===== config.mk =====
export PLATFORM = sky130hd
export DESIGN_NAME = fetch_ctrl
export DESIGN_NICKNAME = d
export VERILOG_FILES = /design/src/rtl/fetch_ctrl.sv
export SDC_FILE = /design/constraint.sdc
export NUM_CORES = 1
export LEC_CHECK = 0
export CORE_ASPECT_RATIO = 1.25
export CORE_MARGIN = 1.5
export CORE_UTILIZATION = 45
export DETAILED_ROUTE_END_ITERATION = 10
export PLACE_DENSITY = 0.87
export SETUP_SLACK_MARGIN = 0.1
export SYNTH_ARGS = -nofsm -noshare
export SYNTH_HDL_FRONTEND = slang
export SYNTH_SLANG_ARGS = --single-unit

===== constraint.sdc =====
create_clock -name clk -period 7.7 [get_ports clk]
set_input_delay 0.77 -clock clk [delete_from_list [all_inputs] [get_ports clk]]
set_output_delay 0.77 -clock clk [all_outputs]
set_load 0.03 [all_outputs]

===== src/rtl/fetch_ctrl.sv =====
// Fetch-stage sequencer: owns the program counter, drives the instruction memory's
// pc/read_en/flush inputs and tracks which PC the memory output belongs to.
module fetch_ctrl #(
  parameter logic [31:0] RESET_PC   = 32'h0000_0000,
  parameter logic [31:0] ADDR_LIMIT = 32'h0000_0400
) (
  input  logic        clk,
  input  logic        rst,
  input  logic        stall,
  input  logic        redirect,
  input  logic [31:0] redirect_pc,
  input  logic        halt_req,
  input  logic        resume,
  output logic [31:0] pc,
  output logic        read_en,
  output logic        flush,
  output logic [31:0] fetch_pc,
  output logic        fetch_valid,
  output logic        fetch_fault,
  output logic [1:0]  state
);

  localparam logic [1:0] S_BOOT  = 2'd0;
  localparam logic [1:0] S_RUN   = 2'd1;
  localparam logic [1:0] S_HALT  = 2'd2;
  localparam logic [1:0] S_FAULT = 2'd3;

  logic [31:0] r_pc;
  logic [31:0] r_fetch_pc;
  logic        r_fetch_valid;
  logic        r_fault;
  logic [1:0]  r_state;

  logic        w_read_en;
  logic        w_flush;
  logic        w_misaligned;
  logic [1:0]  w_next_state;
  logic [31:0] w_next_pc;

  assign w_misaligned = (redirect_pc[1:0] != 2'b00);

  // Priority inside RUN: redirect > halt_req > stall > sequential fetch.
  always_comb begin
    w_read_en    = 1'b0;
    w_flush      = 1'b0;
    w_next_state = r_state;
    w_next_pc    = r_pc;
    case (r_state)
      S_BOOT: begin
        w_next_state = S_RUN;
      end
      S_RUN: begin
        if (redirect) begin
          w_flush = 1'b1;
          if (w_misaligned) w_next_state = S_FAULT;
          else              w_next_pc    = redirect_pc;
        end else if (halt_req) begin
          w_flush      = 1'b1;
          w_next_state = S_HALT;
        end else if (stall) begin
          w_read_en = 1'b0;
        end else if (r_pc < ADDR_LIMIT) begin
          w_read_en = 1'b1;
          w_next_pc = r_pc + 32'd4;
        end else begin
          w_flush      = 1'b1;
          w_next_state = S_FAULT;
        end
      end
      S_HALT: begin
        if (redirect) begin
          w_flush = 1'b1;
          if (w_misaligned) w_next_state = S_FAULT;
          else              w_next_pc    = redirect_pc;
        end else if (resume) begin
          w_next_state = S_RUN;
        end
      end
      default: begin
        w_next_state = S_FAULT;
      end
    endcase
  end

  always_ff @(posedge clk) begin
    if (rst) begin
      r_pc          <= RESET_PC;
      r_state       <= S_BOOT;
      r_fetch_pc    <= 32'd0;
      r_fetch_valid <= 1'b0;
      r_fault       <= 1'b0;
    end else begin
      r_pc    <= w_next_pc;
      r_state <= w_next_state;
      // Fault flag rises together with the FAULT state and stays until reset.
      if (w_next_state == S_FAULT) r_fault <= 1'b1;
      if (w_read_en) begin
        r_fetch_valid <= 1'b1;
        r_fetch_pc    <= r_pc;
      end else if (w_flush) begin
        r_fetch_valid <= 1'b0;
      end
    end
  end

  assign pc          = r_pc;
  assign read_en     = w_read_en;
  assign flush       = w_flush;
  assign fetch_pc    = r_fetch_pc;
  assign fetch_valid = r_fetch_valid;
  assign fetch_fault = r_fault;
  assign state       = r_state;

endmodule


======== Word level (Yosys, flattened, before mapping) ========
Index checks and enable logic that the tools add are counted.
word-level totals
  flip-flop bits (word level) ............. 68
  input port bits ......................... 38
  output and inout port bits .............. 70
  logic and storage cells ................. 47
operators by class
  add/subtract/negate cells ............... 1
  magnitude comparators ................... 1
  equality and inequality tests ........... 7
  mux-type cells .......................... 28
  reductions and logical operators ........ 5
operator list
  kind                                                                     count
  32-bit 2-to-1 mux                                                        6
  32-bit case mux with 2 select lines                                      1
  32-bit by 3-bit adder with 32-bit output (second input constant)         1
  32-bit by 11-bit < comparator with 1-bit output (second input constant)  1
  2-bit 2-to-1 mux                                                         7
  1-bit 2-to-1 mux                                                         12
  3-bit inequality test (second input constant)                            3
  2-bit case mux with 3 select lines                                       1
  2-bit nonzero test                                                       3
  5-bit AND reduction                                                      1
  2-bit equality test (second input constant)                              2
  2-bit by 1-bit equality test with 1-bit output (second input constant)   1
  2-bit zero test                                                          1
  2-bit inequality test (second input constant)                            1
  1-bit case mux with 2 select lines                                       1

======== Depth between registers and ports, before layout ========
Gate-level depths: netlist (run 1).
  word-level depth ........................ 8
  mapped depth ............................ 9
  gate-level depth less buffers ........... 7

======== Worst setup path after synthesis (run 1) ========
Ideal clock, no wire load.
  path type ............................... register to output
  from .................................... register r_state[0] (netlist: state[0])
  to ...................................... output port read_en
  arrival ................................. 2033 ps
  required time ........................... 6930 ps
  slack ................................... 4897 ps
  stages on the path, launching flop included .. 7
  path buffers ............................ 2
  cells stage by stage .................... dfxtp_1 ha_1 or3b_2 nor2_1 and3_1 clkbuf_1 buf_2
on the way
  longest elaborated chain between the ends .. 2
ends and longest elaborated chain
  item                                            RTL line  text
  start, declared                                 32        logic [1:0] r_state;
  start signal, assigned                          94        r_state <= w_next_state;
  2-bit by 1-bit equality test with 1-bit output  48        case (r_state)
  1-bit 2-to-1 mux                                48
  end, declared                                   15        output logic read_en,
No other way between the ends.

======== Worst setup path after layout (run 1) ========
  from .................................... input port halt_req
  to ...................................... output port read_en
on the way
  longest elaborated chain between the ends .. 3
ends and longest elaborated chain
  item              RTL line  text
  start, declared   12        input logic halt_req,
  1-bit 2-to-1 mux  57        end else if (halt_req) begin
  1-bit 2-to-1 mux  53        if (redirect) begin
  1-bit 2-to-1 mux  48
No other way between the ends.

==> results.cfg, run 1 <==
[final_layout]
final_util = 0.677
nFillCells = 533
final_common_cell = clkdlybuf4s50_1
drive_gt1_frac = 0.0576
diodes = 0
nets = 507
seq_area_um2 = 1360
layout_common_cells = 107 x clkdlybuf4s50_1, 68 x dfxtp_1, 46 x nand2_1
multiInputGateArea_um2 = 1630
syn_to_final_growth_pct = 44.0

[synthesis]
synth_edf_count = 0
postSynthNetCount = 410
yosysWarningCount = 0
synth_adder_area_share = 0.0201
ys_ff_latch = 68
syn_inst = 367
synth-compound-area-share = 0.197
synth_top_family_by_area = simple AND/OR/NAND/NOR gates
seq_area_frac_synth = 0.438
synthArstFlopShare = 0
netlist_area_um2 = 3110
synth_xor_area_frac = 0
synthSimpleGateAreaFrac = 0.244
muxShareOfSynthArea = 0.0644
netlist-cell-type-count = 50
avgSynthCellArea_um2 = 8.47
dominantRegCellSynth = dfxtp_1

[cts]
cts_tree = built
holdBufCountCts = 0
clock-sinks = 68
cts_htree_levels = 3
insertion_delay_ns = 0.35
clk_path_buf_depth = 2
cts-resized-gates = 0
cts_root_buf = clkbuf_8
cts_buffers = 9
cts_setup_buffers = 0
path_clk_slew_ns = 0.07

[grt]
overflow = 0
grtUsageMet2 = 0.429
grt_busiest_layer = met2
grtUsageMet3 = 0.0787
grt_usage = 0.254
grt_max_degree = 36
grt_pass1_wl_um = 14800
use_met1 = 0.290
antenna_found_initial = 0
grt_pass1_vias = 3066

[timing]
layout_min_cycle_time_ns = 4.06
final.period_utilization = 0.527
rsz0062_at_grt = false
hold_viol = 0
drv_slew = 0
setup_viol = 0
clock_skew_ns = 0.00895
slew_headroom = 0.347
max_freq_mhz = 246
worst_pin_slew_ns = 0.975
fin_setup_tns_ns = 0

[hold_path]
whs_path_depth = 1
hold_class = register to register
min_to = fetch_pc[25]$_SDFFE_PP0P_
hold_start = fetch_pc[25]$_SDFFE_PP0P_

[route]
routedWlPerCell_um = 16.9
drc = 0
viasPerCell = 5.81
dr.pass1.iters = 7
ant_nets = 0
drt_iter0_markers = 321
vias = 3228
drt-total-wl_um = 9380

[critical_path]
r2r_start = state[0]$_SDFF_PP0_
start_kind = input port
rrSetupSlack_ns = 4.54
path_class = input port to primary output
end_kind = primary output
timing.rr.end = pc[23]$_SDFFE_PP0P_
critPathRequiredTime_ns = 6.93
rr_worst_depth = 7
crit_arrival_ns = 3.29
path_max_fanout = 13

[floorplan]
core_um2 = 6610
die_w_um = 77.3
start_util = 0.470
die-area_um2 = 7420
die-height_um = 95.9
ios = 108
num_rows = 33

[run_status]
status = completed

[pwr]
vdd_drop_max_uv = 188
power_density_nw_per_um2 = 263
p_leak_nw = 1.58

[placed_design]
io_buffers = 107
gp_congestion = 0.846
hpwl_um = 6520

[run]
drv_cap = 0
-- how the worst max path moves through the flow --
stage               to  depth (start not counted)                 from
2_1_floorplan  read_en                          6  state[0]$_SDFF_PP0_
3_3_place_gp   read_en                          5             halt_req
3_5_place_dp   read_en                          5             halt_req
4_1_cts        read_en                          5             halt_req
5_1_grt        read_en                          5             halt_req
6_report       read_en                          5             halt_req
-- Yosys cell counts, types with 3 or more instances --
library cell	instances	area (µm²)
nand4_1	3	18.8
or4_1	4	30.0
o22ai_1	6	37.5
nor3_1	7	35.0
a31oi_1	4	25.0
a21oi_1	26	130
or3b_2	3	26.3
o21ai_0	17	85.1
nand2_1	46	173
a211oi_1	6	45.0
o21ai_1	5	25.0
clkbuf_1	18	67.6
nor2_1	30	113
ha_1	5	62.6
o32ai_1	3	26.3
inv_1	6	22.5
dfxtp_1	68	1360
mux2i_1	20	200
and2_1	26	163
buf_2	4	20.0
nor4_1	5	31.3
o21a_1	6	45.0
nand3_1	11	55.1
o31ai_1	5	37.5
-- kinds of logic (layout without fill, tap and decap cells) --
family,count (synthesis),in the layout
compound gates,95,95
fa+ha+maj,5,5
buf+inv,29,131
flops,68,68
mux,20,20
simple gates,150,150
-- layer usage --
| layer | wire length (µm) | share of wire |
|---|---|---|
| met5 | 0 | 0 |
| met4 | 267 | 0.028 |
| met3 | 891 | 0.095 |
| met2 | 4560 | 0.49 |
| met1 | 3670 | 0.39 |
-- power breakdown --
| group | total, mW | internal (mW) | leakage (nW) | switching [mW] |
|---|---|---|---|---|
| Clock | 0.387 | 0.247 | 0.133 | 0.140 |
| Sequential | 0.419 | 0.379 | 0.550 | 0.0400 |
| Combinational | 0.370 | 0.144 | 0.897 | 0.226 |
-- final cells by class --
cell class                 instances  share of cell area
clock inverter                     7              0.0310
multi-input combinational        270               0.365
inverter                           6             0.00503
timing repair buffer             109               0.243
sequential                        68               0.304
tap                               87              0.0243
clock buffer                       9              0.0277
-- state kept, by name, indices dropped and copies added (netlist names) --
name	count
fetch_valid	1
fetch_fault	1
pc	32
state	2
fetch_pc	32
-- through the flow --
stage	setup slack, ns	hold slack [ns]	power, mW	area [µm²]	cells
after floorplan	4.90	0.583	0.654	3110	367
after global placement	3.69	0.442	0.774	4210	540
after detailed placement	3.68	0.445	0.785	4210	540
after CTS	3.64	0.466	1.17	4470	556
after global routing	3.56	0.483	1.22	4470	556
final	3.64	0.462	1.18	4470	556
-- critical path, cell delays in order --
cell,delay (ns)
clkdlybuf4s50_1,0.45
or3b_2,0.51
nor2_1,0.09
and3_1,0.64
clkdlybuf4s50_1,0.82
No activity file was read; power rests on OpenSTA's default activity.
==> run 2, diff against run 1 <==
--- a/config.mk
+++ b/config.mk
@@ -7,9 +7,9 @@
 export LEC_CHECK = 0
 export CORE_ASPECT_RATIO = 1.25
 export CORE_MARGIN = 1.5
-export CORE_UTILIZATION = 45
+export CORE_UTILIZATION = 41
 export DETAILED_ROUTE_END_ITERATION = 10
-export PLACE_DENSITY = 0.87
+export PLACE_DENSITY = 0.84
 export SETUP_SLACK_MARGIN = 0.1
 export SYNTH_ARGS = -nofsm -noshare
 export SYNTH_HDL_FRONTEND = slang
==> constraint.sdc (replaced) <==
create_clock -name clk -period 3.5 [get_ports clk]
set_input_delay 0.35 -clock clk [delete_from_list [all_inputs] [get_ports clk]]
set_output_delay 0.35 -clock clk [all_outputs]
set_load 0.03 [all_outputs]
==> run 2 against run 1 <==
Effect of this change: setup slack got worse by 3.1 ns; combinational power rose by 120%; die area rose by 9.4%; power rose by 96%; highest routed layer unchanged; via count fell by 2.1%; core utilization fell by 7.8 points; largest cell class unchanged; cell area fell by 1.5%; clock skew fell by 0.0038 ns; sequential share of layout area rose by 0.45 points; first-iteration DRC count fell by 2.5%.
==> results.cfg, run 2 (synthesis results as in run 1) <==
[run_status]
status = completed

[timing]
fin_setup_tns_ns = 0
max_freq_mhz = 343
setup_viol = 0
hold_viol = 0
drv_slew = 0
layout_min_cycle_time_ns = 2.92
rsz0062_at_grt = false
worst_pin_slew_ns = 1.03
clock_skew_ns = 0.00519
final.period_utilization = 0.833
slew_headroom = 0.313
setup_ws_ns = 0.585

[placed_design]
io_buffers = 107
hpwl_um = 6370
place_ws_ns = 0.733
place_inst = 548
gp_congestion = 0.917

[pwr]
power_density_nw_per_um2 = 521
vdd_drop_max_uv = 334
p_leak_nw = 1.55

[critical_path]
critPathRequiredTime_ns = 3.15
r2r_start = state[0]$_SDFF_PP0_
crit_chain = inv_1 > ha_1 > or2_1 > nand2_1 > a32oi_1 > and2_1 > clkdlybuf4s50_1
slowest_delay_ns = 0.59
end_kind = primary output
crit_arrival_ns = 2.57
timing.rr.end = pc[23]$_SDFFE_PP0P_
path_max_fanout = 6
slowest_stage = clkdlybuf4s50_1
path_class = register to primary output
rr_worst_depth = 7
start_kind = register
rrSetupSlack_ns = 0.72

[floorplan]
core_um2 = 7360
num_rows = 35
ios = 108
start_util = 0.422
die_w_um = 80.9
die-area_um2 = 8120
die-height_um = 100

[route]
routedWlPerCell_um = 16.1
dr.pass1.iters = 5
drt_iter0_markers = 313
viasPerCell = 5.61
vias = 3161
drc = 0
ant_nets = 0
drt-total-wl_um = 9070

[final_layout]
final_common_cell = clkdlybuf4s50_1
syn_to_final_growth_pct = 41.9
diodes = 0
drive_gt1_frac = 0.0573
nets = 510
layout_common_cells = 107 x clkdlybuf4s50_1, 68 x dfxtp_1, 46 x nand2_1
final_util = 0.599
fin_cells = 563

[grt]
grt_pass1_wl_um = 14500
grt_pass1_vias = 3042
antenna_found_initial = 0
grt_usage = 0.230
overflow = 0
grt_max_degree = 34

[cts]
clk_path_buf_depth = 2
path_clk_slew_ns = 0.07
clock-sinks = 68
cts_tree = built
cts_htree_levels = 3
insertion_delay_ns = 0.34
cts-resized-gates = 0
cts_setup_buffers = 0
holdBufCountCts = 0
cts_buffers = 9
cts_root_buf = clkbuf_8

[hold_path]
whs_path_depth = 1
hold_class = register to register
hold_start = fetch_pc[11]$_SDFFE_PP0P_
min_to = fetch_pc[11]$_SDFFE_PP0P_

[run]
drv_cap = 0
[run 2: final cells by class]
cell class / instances / area [µm²]
fill: 638 / 2950
multi-input combinational: 270 / 1630
sequential: 68 / 1360
timing repair buffer: 112 / 1110
clock buffer: 13 / 159
tap: 92 / 115
inverter: 6 / 22.5
clock inverter: 2 / 10.0
[run 2: per-stage QoR]
stage | hold WS (ns) | instance area [µm²] | total power [mW]
3_3_place_gp | 0.441 | 4240 | 1.71
5_1_grt | 0.479 | 4410 | 2.42
4_1_cts | 0.465 | 4410 | 2.30
2_1_floorplan | 0.492 | 3110 | 1.44
6_report | 0.466 | 4410 | 2.30
3_5_place_dp | 0.444 | 4240 | 1.73
[run 2: report_power, final]
group	switching [mW]	leakage [nW]	internal [mW]	total [mW]
combinational	0.487	0.912	0.321	0.808
clock	0.278	0.0893	0.290	0.568
sequential	0.0892	0.550	0.834	0.923
[run 2: routing by layer]
metal / routed length (µm) / GRT usage / share of wire / vias to the layer above
li1: - / - / - / 1516
met1: 3710 / 0.286 / 0.41 / 1454
met2: 4300 / 0.359 / 0.47 / 168
met3: 881 / 0.0691 / 0.097 / 23
met4: 174 / 0.109 / 0.019 / 0
met5: 0 / 0 / 0 / -
[run 2: how the worst max path moves through the flow]
stage,start,end,slack [ns],depth (start not counted)
final,state[0]$_SDFF_PP0_,flush,0.58,7
after global routing,state[0]$_SDFF_PP0_,flush,0.40,7
after CTS,state[0]$_SDFF_PP0_,flush,0.58,7
after detailed placement,redirect,pc[23]$_SDFFE_PP0P_,0.73,6
after global placement,redirect,pc[23]$_SDFFE_PP0P_,0.79,6
after floorplan,state[0]$_SDFF_PP0_,pc[19]$_SDFFE_PP0P_,0.75,8
[run 2: critical path: cells and delay by family, from the launching register on]
| kind | cells | cell delay, ns |
|---|---|---|
| compound gates | 1 | 0.16 |
| fa+ha+maj | 1 | 0.27 |
| buf+inv | 2 | 0.68 |
| flops | 1 | 0.42 |
| simple gates | 3 | 0.71 |
==> run 3, diff against run 2 <==
--- a/config.mk
+++ b/config.mk
@@ -7,9 +7,9 @@
 export LEC_CHECK = 0
 export CORE_ASPECT_RATIO = 1.25
 export CORE_MARGIN = 1.5
-export CORE_UTILIZATION = 41
+export CORE_UTILIZATION = 45
 export DETAILED_ROUTE_END_ITERATION = 10
-export PLACE_DENSITY = 0.84
+export PLACE_DENSITY = 0.87
 export SETUP_SLACK_MARGIN = 0.1
 export SYNTH_ARGS = -nofsm -noshare
 export SYNTH_HDL_FRONTEND = slang
==> constraint.sdc (replaced) <==
create_clock -name clk -period 2.7 [get_ports clk]
set_input_delay 0.27 -clock clk [delete_from_list [all_inputs] [get_ports clk]]
set_output_delay 0.27 -clock clk [all_outputs]
set_load 0.03 [all_outputs]
==> run 3 against run 2 <==
Effect of this change: sequential power increased by 29%; non-clock buffer count increased by 15; clock power increased by 100%; critical path type unchanged; largest cell class unchanged; highest routed layer unchanged.
==> results.cfg, run 3 (synthesis results as in run 1) <==
[run_status]
status = completed

[route]
ant_nets = 0
dr.pass1.iters = 7
wl_met1_um = 3850
drt_iter0_markers = 422
drt-total-wl_um = 10000
wl_met2_um = 4830
vias = 3341
top_layer_used = met4
routedWlPerCell_um = 17.5
drc = 0
dr_wl_met3_um = 1050
viasPerCell = 5.82

[critical_path]
path_class = register to primary output
critPathRequiredTime_ns = 2.43
crit_arrival_ns = 2.25
crit_chain = or4_1 > nor2_2 > a32oi_1 > and2_1 > dlygate4sd2_1
slowest_stage = or4_1
start_kind = register
slowest_delay_ns = 0.55
path_max_fanout = 5
end_kind = primary output
rr_worst_depth = 9

[timing]
max_freq_mhz = 396
rsz0062_at_grt = false
fin_setup_tns_ns = 0
worst_pin_slew_ns = 1.01
slew_headroom = 0.325
setup_viol = 0
final.period_utilization = 0.935
drv_slew = 0
hold_viol = 0
layout_min_cycle_time_ns = 2.52
clock_skew_ns = 0.0106

[run]
drv_cap = 0

[grt]
antenna_found_initial = 0
overflow = 0
grt_usage = 0.271
grt_pass1_vias = 3265
grt_pass1_wl_um = 15700
grt_max_degree = 23

[floorplan]
ios = 108
num_rows = 33
die_w_um = 77.3
core_um2 = 6610
die-area_um2 = 7420
die-height_um = 95.9
start_util = 0.470

[final_layout]
seq_area_um2 = 1360
drive_gt1_frac = 0.113
fin_cells = 574
nets = 525
multiInputGateArea_um2 = 1660
diodes = 0
layout_common_cells = 105 x clkdlybuf4s50_1, 67 x dfxtp_1, 46 x nand2_1
syn_to_final_growth_pct = 49.8
nFillCells = 502
final_common_cell = clkdlybuf4s50_1

[cts]
cts_htree_levels = 3
clk_path_buf_depth = 2
cts_tree = built
path_clk_slew_ns = 0.08
cts_buffers = 9
cts_root_buf = clkbuf_8
insertion_delay_ns = 0.35
clock-sinks = 68

[hold_path]
hold_class = register to register
whs_path_depth = 1

[pwr]
p_leak_nw = 1.68
power_density_nw_per_um2 = 743
vdd_drop_max_uv = 493

[placed_design]
place_inst = 556
gp_congestion = 0.924
io_buffers = 107
hpwl_um = 6820
run 3: final cells by class:
type | count | share of cell area
timing repair buffer | 127 | 0.264
sequential | 68 | 0.293
clock buffer | 9 | 0.0266
tap | 87 | 0.0234
multi-input combinational | 270 | 0.357
inverter | 6 | 0.00484
clock inverter | 7 | 0.0315
run 3: final timing paths:
| kind | start | to | slack [ns] |
|---|---|---|---|
| setup / recovery | pc[23]$_SDFFE_PP0P_ | flush | 0.18 |
| hold / removal | fetch_pc[12]$_SDFFE_PP0P_ | fetch_pc[12]$_SDFFE_PP0P_ | 0.46 |
| setup reg to reg | state[0]$_SDFF_PP0_ | pc[16]$_SDFFE_PP0P_ | 0.21 |
| hold reg to reg | fetch_pc[12]$_SDFFE_PP0P_ | fetch_pc[12]$_SDFFE_PP0P_ | 0.46 |
run 3: stage by stage:
| stage | setup WS, ns | hold WS [ns] | util | total power, mW | area [µm²] |
|---|---|---|---|---|---|
| final | 0.175 | 0.463 | 0.705 | 3.46 | 4650 |
| after CTS | 0.163 | 0.469 | 0.701 | 3.43 | 4630 |
| after detailed placement | 0.116 | 0.444 | 0.655 | 2.29 | 4330 |
| after global placement | 0.202 | 0.441 | 0.655 | 2.26 | 4330 |
| after global routing | 0.118 | 0.487 | 0.705 | 3.60 | 4650 |
| after floorplan | 0.119 | 0.412 | - | 1.87 | 3110 |
run 3: critical path: cells and delay by family, from the launching register on:
family                 cells  cell delay (ns)
buffers and inverters      1             0.35
DFF                        1             0.37
AOI/OAI and AO/OA          1             0.18
and+or+nand+nor            3             1.00
run 3: timing repair:
action                                  in CTS  in global routing
resized for setup                            3                  6
buffers inserted                             2                  0
pin swaps                                    1                  0
endpoints found under the setup margin       3                 27
cloned                                       0                  0
hold buffers                                 0                  0
run 3: per-layer routing:
| layer | up-vias | GRT usage |
|---|---|---|
| met5 | - | 0 |
| met4 | 0 | 0.145 |
| met3 | 39 | 0.0739 |
| met2 | 212 | 0.469 |
| met1 | 1547 | 0.305 |
| li1 | 1543 | - |
run 3: report_power, final:
part	switching, mW	leakage, nW	internal, mW
logic	0.667	0.994	0.463
clock network	0.426	0.134	0.715
registers	0.107	0.550	1.08
